==> config.mk <==
export PLATFORM = sky130hd
export DESIGN_NAME = ifetch_axi_rd
export DESIGN_NICKNAME = d
export VERILOG_FILES = /design/src/rtl/ifetch_pkg.sv /design/src/rtl/ifetch_addr_xlate.sv /design/src/rtl/ifetch_axi_rd.sv
export SDC_FILE = /design/constraint.sdc
export NUM_CORES = 1
export LEC_CHECK = 0
export CAP_MARGIN = 20
export CORE_MARGIN = 1.5
export CORE_UTILIZATION = 38
export CTS_CLUSTER_DIAMETER = 150
export DETAILED_ROUTE_END_ITERATION = 10
export GPL_ROUTABILITY_DRIVEN = 0
export GPL_TIMING_DRIVEN = 1
export PLACE_DENSITY = 0.78
export RECOVER_POWER = 25
export SKIP_CTS_REPAIR_TIMING = 1
export SLEW_MARGIN = 20
export SYNTH_ARGS = -nofsm -noshare
export SYNTH_HDL_FRONTEND = slang
export SYNTH_SLANG_ARGS = --single-unit
==> constraint.sdc <==
create_clock -name clk -period 3.33 [get_ports clk]
set_input_delay 0.666 -clock clk [delete_from_list [all_inputs] [get_ports clk]]
set_output_delay 0.666 -clock clk [all_outputs]
set_load 0.03 [all_outputs]
==> src/rtl/ifetch_pkg.sv <==
// Shared types and constants for the instruction-fetch AXI read master.
package ifetch_pkg;

    localparam int unsigned XLEN    = 32;
    localparam int unsigned LEN_W   = 8;
    localparam int unsigned SIZE_W  = 3;
    localparam int unsigned BURST_W = 2;
    localparam int unsigned LOCK_W  = 2;
    localparam int unsigned CACHE_W = 4;
    localparam int unsigned PROT_W  = 3;
    localparam int unsigned RESP_W  = 2;

    typedef enum logic [1:0] {
        ST_IDLE = 2'd0,
        ST_AR   = 2'd1,
        ST_R    = 2'd2,
        ST_OUT  = 2'd3
    } state_e;

    localparam logic [SIZE_W-1:0]  SIZE_WORD  = 3'b010;
    localparam logic [BURST_W-1:0] BURST_INCR = 2'b01;
    localparam logic [RESP_W-1:0]  RESP_OKAY  = 2'b00;

    // Top address bits selecting the unmapped kernel segments.
    localparam logic [1:0] KSEG01_HI = 2'b10;
    localparam logic [2:0] KSEG0     = 3'b100;
    localparam logic [2:0] KSEG1     = 3'b101;

    localparam logic [CACHE_W-1:0] CACHE_UNCACHED = 4'b0000;
    localparam logic [CACHE_W-1:0] CACHE_WBWA     = 4'b1111;

    typedef struct packed {
        logic [XLEN-1:0]    addr;
        logic [CACHE_W-1:0] cache;
    } ar_xlate_t;

endpackage

==> src/rtl/ifetch_addr_xlate.sv <==
// Virtual-to-physical mapping for fetch addresses: strips the kseg0/kseg1
// window and marks kseg1 as uncached.
module ifetch_addr_xlate
    import ifetch_pkg::*;
(
    input  logic [XLEN-1:0] vaddr,
    output ar_xlate_t       xlate
);

    always_comb begin
        xlate.addr  = vaddr;
        xlate.cache = CACHE_WBWA;
        if (vaddr[31:30] == KSEG01_HI) begin
            xlate.addr = {3'b000, vaddr[28:0]};
        end
        if (vaddr[31:29] == KSEG1) begin
            xlate.cache = CACHE_UNCACHED;
        end
    end

endmodule

==> src/rtl/ifetch_axi_rd.sv <==
// Instruction-fetch read master: one outstanding single-beat AXI4 read per
// fetch request, with misalignment faults and flush-driven response discard.
module ifetch_axi_rd
    import ifetch_pkg::*;
#(
    parameter int unsigned ID_W = 4
) (
    input  logic                clk,
    input  logic                rst,
    input  logic                req_valid,
    input  logic [XLEN-1:0]     req_pc,
    output logic                req_ready,
    input  logic                flush,
    output logic                inst_valid,
    output logic [XLEN-1:0]     inst,
    output logic [XLEN-1:0]     inst_pc,
    output logic                inst_err,
    input  logic                inst_ready,
    output logic [ID_W-1:0]     arid,
    output logic [XLEN-1:0]     araddr,
    output logic [LEN_W-1:0]    arlen,
    output logic [SIZE_W-1:0]   arsize,
    output logic [BURST_W-1:0]  arburst,
    output logic [LOCK_W-1:0]   arlock,
    output logic [CACHE_W-1:0]  arcache,
    output logic [PROT_W-1:0]   arprot,
    output logic                arvalid,
    input  logic                arready,
    input  logic [ID_W-1:0]     rid,
    input  logic [XLEN-1:0]     rdata,
    input  logic [RESP_W-1:0]   rresp,
    input  logic                rlast,
    input  logic                rvalid,
    output logic                rready
);

    state_e    state;
    logic      discard;
    ar_xlate_t xl;
    logic      unused_r;

    ifetch_addr_xlate u_xlate (
        .vaddr (req_pc),
        .xlate (xl)
    );

    // Single beat, single ID: the R-channel tag and last flag carry no information.
    assign unused_r = ^{rid, rlast};

    assign arid    = '0;
    assign arlen   = '0;
    assign arsize  = SIZE_WORD;
    assign arburst = BURST_INCR;
    assign arlock  = '0;
    assign arprot  = '0;

    // A flush in IDLE blocks the request so no stale-path fetch is started.
    assign req_ready = (state == ST_IDLE) && !flush;

    always_ff @(posedge clk) begin
        if (rst) begin
            state      <= ST_IDLE;
            discard    <= 1'b0;
            arvalid    <= 1'b0;
            rready     <= 1'b0;
            inst_valid <= 1'b0;
            inst_err   <= 1'b0;
            inst       <= '0;
            inst_pc    <= '0;
            araddr     <= '0;
            arcache    <= '0;
        end else begin
            case (state)
                ST_IDLE: begin
                    discard <= 1'b0;
                    if (req_valid && !flush) begin
                        inst_pc <= req_pc;
                        if (req_pc[1:0] != 2'b00) begin
                            inst       <= '0;
                            inst_err   <= 1'b1;
                            inst_valid <= 1'b1;
                            state      <= ST_OUT;
                        end else begin
                            araddr  <= xl.addr;
                            arcache <= xl.cache;
                            arvalid <= 1'b1;
                            state   <= ST_AR;
                        end
                    end
                end
                ST_AR: begin
                    // The address must still be handed off even when killed.
                    if (flush) begin
                        discard <= 1'b1;
                    end
                    if (arready) begin
                        arvalid <= 1'b0;
                        rready  <= 1'b1;
                        state   <= ST_R;
                    end
                end
                ST_R: begin
                    if (rvalid) begin
                        rready <= 1'b0;
                        if (discard || flush) begin
                            discard <= 1'b0;
                            state   <= ST_IDLE;
                        end else begin
                            inst       <= (rresp == RESP_OKAY) ? rdata : '0;
                            inst_err   <= (rresp != RESP_OKAY);
                            inst_valid <= 1'b1;
                            state      <= ST_OUT;
                        end
                    end else if (flush) begin
                        discard <= 1'b1;
                    end
                end
                ST_OUT: begin
                    if (flush || inst_ready) begin
                        inst_valid <= 1'b0;
                        state      <= ST_IDLE;
                    end
                end
                default: begin
                    state <= ST_IDLE;
                end
            endcase
        end
    end

endmodule

=== Word-level counts from Yosys, hierarchy flattened ===
Cells that the tools add are included.

* Output and inout bits: 127
* Input port bits: 78
* Bits in registers: 107
* Logic and storage cells: 81

* Mux-type cells: 35
* Bitwise gates (word level): 1
* Reductions and logical operators: 22
* Equal/unequal tests: 13

{| class="wikitable"
|+ Operators with widths
! kind !! number
|-
| $mux W32 || 6
|-
| $pmux W32 S2 || 1
|-
| $mux W1 || 15
|-
| $mux W2 || 6
|-
| $ne A2 B2 Y1 const B || 5
|-
| $reduce_bool A2 Y1 || 5
|-
| $pmux W2 S4 || 1
|-
| $reduce_and A4 Y1 || 2
|-
| $eq A2 B2 Y1 const B || 3
|-
| $pmux W1 S2 || 3
|-
| $pmux W1 S3 || 2
|-
| $reduce_and A3 Y1 || 2
|-
| $reduce_and A6 Y1 || 1
|-
| $reduce_bool A3 Y1 || 2
|-
| $reduce_and A5 Y1 || 1
|-
| $logic_not A2 Y1 || 2
|-
| $mux W4 || 1
|-
| $ne A2 B1 Y1 const B || 2
|-
| $reduce_and A2 Y1 || 2
|-
| $eq A3 B3 Y1 const B || 1
|-
| $ne A3 B3 Y1 const B || 1
|-
| $eq A2 B1 Y1 const B || 1
|-
| $logic_and A1 B1 Y1 || 2
|-
| $logic_or A1 B1 Y1 || 2
|-
| other kinds (2) || 2
|}

=== Longest topological paths before layout ===
* Depth after elaboration: 5
* Mapped depth: 9
* Mapped depth without buffers: 6

=== Hierarchy ===
A second synthesis with hierarchy kept.

* Cells, all modules: 557
* Area, all modules: 4624.4 µm²

{| class="wikitable"
|+ By module, submodules not included
! module !! area an instance (µm²) !! times used !! cells each
|-
| ifetch_axi_rd || 4352.9 || 1 || 520
|-
| ifetch_addr_xlate || 271.5 || 1 || 37
|}

=== Least setup slack after synthesis ===
OpenSTA, ideal clock, no wires.

* Path kind: reg-to-output
* Start point: reg state[0]
* End point: out req_ready
* Arrival: 1.282 ns
* Slack: 1.382 ns
* Stages on the path, launching flop included: 5
* Required time: 2.664 ns
* Path through: dfxtp_1 > inv_1 > ha_1 > buf_2 > nor2b_1

* Cells in the longest elaborated chain, start to end: 2

{| class="wikitable"
|+ RTL lines
! element !! line !! text
|-
| from (decl) || ifetch_axi_rd.sv:37 || <nowiki>state_e state;</nowiki>
|-
| from (signal assigned) || ifetch_axi_rd.sv:62 || <nowiki>state <= ST_IDLE;</nowiki>
|-
| from (signal assigned) || ifetch_axi_rd.sv:82 || <nowiki>state <= ST_OUT;</nowiki>
|-
| from (signal assigned) || ifetch_axi_rd.sv:87 || <nowiki>state <= ST_AR;</nowiki>
|-
| $logic_not A2 Y1 || ifetch_axi_rd.sv:58 || <nowiki>assign req_ready = (state == ST_IDLE) && !flush;</nowiki>
|-
| $logic_and A1 B1 Y1 || ifetch_axi_rd.sv:58 ||
|-
| to (decl) || ifetch_axi_rd.sv:12 || <nowiki>output logic req_ready,</nowiki>
|}

Every way passes these cells.

=== Worst setup path after layout ===
Same ends and word-level chain as after synthesis.

==> flow_metrics.tcl <==
set metrics [dict create \
    status "finished, violations left" \
    violations "max-capacitance violations, max-slew violations" \
    cp.arrival_ns 2.21 \
    synth_area_leader_cell "dfxtp_1" \
    hp-class "flip-flop to flip-flop" \
    switching_share_pct 33.40 \
    p_int_mw 2.505 \
    use_met1_pct 21.11 \
    vias_per_cell 4.781 \
    met2_usage_pct 32.25 \
    nNetsFinal 752 \
    diodes 0 \
    antenna_left 0 \
    fin_crit_ns 2.871 \
    maxSlewViolCount 105 \
    busiest_layer "met2" \
    min_period_over_period_pct 86.22 \
    grt_pass1_vias 3666 \
    dp_worst_setup_slack_ns 0.5764 \
    start_util_pct 39.52 \
    htreeDepth 3 \
    yosysWarningCount 0 \
    power.switching_mw 1.256 \
    setup_viol 0 \
    fmax_mhz 348.3 \
    grt_max_degree 105 \
    dr.pass1.iters 4 \
    finalHoldViolations 0 \
    drv_cap 1 \
    relSlewSlack_pct -27.32 \
    clkPwrFrac_pct 27.8 \
    power.density_mw_per_mm2 587.9 \
    fp.dieArea_sq_mm 0.01212 \
    clockBufferDepth 2 \
    port_buffers 177 \
    p_leak_nw 2.428 \
    cts.sinks 104 \
    rsz0062_at_grt "no" \
    die_w_microns 110.1 \
    p_seq_share_pct 37.2 \
    numCtsBuffers 9 \
    synthToLayoutAreaGrowth_pct 46.76 \
    num_rows 38 \
    grt_usage_pct 18.44 \
    fin_ws_ns 0.4589 \
    critPathMaxFanout 8 \
    antenna_found_initial 0 \
    tightest_slew_ns 1.910 \
    final_cell_mix "161 x clkdlybuf4s50_1, 155 x nand2_1, 104 x dfxtp_1" \
    wl_microns 11320 \
    required_ns 2.66 \
    syn-cell-area_sq_mm 0.004359 \
    route.detailed.drc 0 \
    die_y_microns 110.1 \
    core_sq_mm 0.01103 \
    endpoint_kind "output port" \
    clk_latency_ns 0.33 \
    via_count 3877 \
    grt_pass1_wl_microns 17420 \
    clk_pin_slew_ns 0.06 \
    peakVddDrop_uv 285.5 \
    synth_cell_types 36 \
    netlist_instances 507 \
    fin_setup_tns_ns 0 \
    ys_ff_latch 104 \
    first_iter_violations 255 \
    met3_usage_pct 6.349 \
    power_frac_comb_pct 35.0 \
    synth.avg_cell_area_sq_um 8.598 \
    overflow 0 \
    final_common_cell "clkdlybuf4s50_1" \
    synth_area_leaders "dfxtp_1 48%, nand2_1 13%, a21oi_1 7.9%" \
    final_layout_size_suffix_gt1_share_pct 4.620 \
    skew_ns 0.007865 \
    worstSetupPathType "flip-flop to output port" \
    yosysSeqAreaShare_pct 47.76 \
    cp-start-kind "flip-flop" \
    avgRoutedWirePerCell_microns 13.96 \
    place_hpwl_microns 8054 \
    cts_root_buf "clkbuf_16" \
    io_pins 205 \
    synth_largest_type_area_fraction_pct 47.76 \
    cts_tree "yes" \
]
[state kept, by name (all words and copies together) (netlist names)]
register	count
inst_err	1
inst_valid	1
arcache	1
arvalid	1
discard	1
araddr	32
state	2
rready	1
inst	32
inst_pc	32
[cell usage after synthesis]
cell / number
a211oi_1: 1
a21o_1: 1
a21oi_1: 69
a221oi_1: 1
a311oi_1: 3
and2b_1: 1
and3b_1: 1
buf_2: 10
buf_4: 25
buf_6: 3
clkbuf_1: 18
conb_1: 2
dfxtp_1: 104
ha_1: 7
inv_1: 6
mux2i_1: 34
nand2_1: 155
nand2b_1: 32
nand2b_4: 1
nand3_1: 2
nand3b_1: 1
nand3b_4: 1
nor2_1: 4
nor2b_1: 5
nor3_4: 1
nor3b_1: 3
nor3b_2: 1
nor4_1: 1
nor4b_2: 2
o21a_1: 1
o21ai_0: 6
o21ai_4: 1
o221ai_4: 1
o41ai_1: 1
or2_2: 1
or3_1: 1
[worst paths after layout]
kind / startpoint / endpoint / slack, ns / cells after the start
worst min-delay path: araddr[15] / araddr[15] / 0.45 / 2
worst min register to register: araddr[15] / araddr[15] / 0.45 / 2
worst max-delay path: state[0] / req_ready / 0.46 / 4
worst max register to register: state[0] / inst[6] / 0.87 / 6
[metrics by stage]
| stage | total power, mW | hold WS, ns | std cells | util, % | instance area, sq um |
|---|---|---|---|---|---|
| 2_1_floorplan | 2.376 | 0.5004 | 527 | - | 4434 |
| 3_3_place_gp | 2.721 | 0.4409 | 796 | 55.35 | 6106 |
| 3_5_place_dp | 2.747 | 0.4453 | 796 | 55.35 | 6106 |
| 4_1_cts | 3.807 | 0.4546 | 811 | 58.03 | 6401 |
| 5_1_grt | 3.953 | 0.4693 | 811 | 58.00 | 6397 |
| 6_report | 3.761 | 0.4503 | 811 | 58.00 | 6397 |
[cells by family after synthesis]
family          after synthesis  share of synthesized area [%]
other cells                   2                         0.1723
buf+inv                      62                          8.295
mux                          34                          7.807
compound gates               85                          11.11
flops                       104                          47.76
fa+ha+maj                     7                          2.009
simple gates                213                          22.85
[routing by layer]
layer	wire, microns	vias up
met1	4635	1779
met3	1188	10
met5	0	-
met2	5366	163
li1	-	1925
met4	129	0
[worst max-delay path, cell delays in order (launching register included)]
cell and delay (ns):
dfxtp_1 0.36, inv_1 0.18, ha_1 0.45, nor2b_1 0.19, clkdlybuf4s50_1 0.69
[final cells by class]
| cell class | instances | area [sq um] |
|---|---|---|
| clock buffer | 11 | 242.7 |
| clock inverter | 4 | 52.55 |
| fill | 996 | 4633 |
| inverter | 6 | 22.52 |
| multi-input combinational | 361 | 1999 |
| sequential | 104 | 2082 |
| tap | 140 | 175.2 |
| timing repair buffer | 185 | 1823 |
[power by group through the flow]
stage | sequential, mW | clock, mW | combinational (mW)
2_1_floorplan | 1.58 | 0 | 0.799
6_report | 1.40 | 1.05 | 1.32
3_5_place_dp | 1.43 | 0 | 1.32
5_1_grt | 1.41 | 1.13 | 1.41
4_1_cts | 1.40 | 1.08 | 1.33
3_3_place_gp | 1.42 | 0 | 1.30
Note: power is estimated with default switching activity, not from simulation.
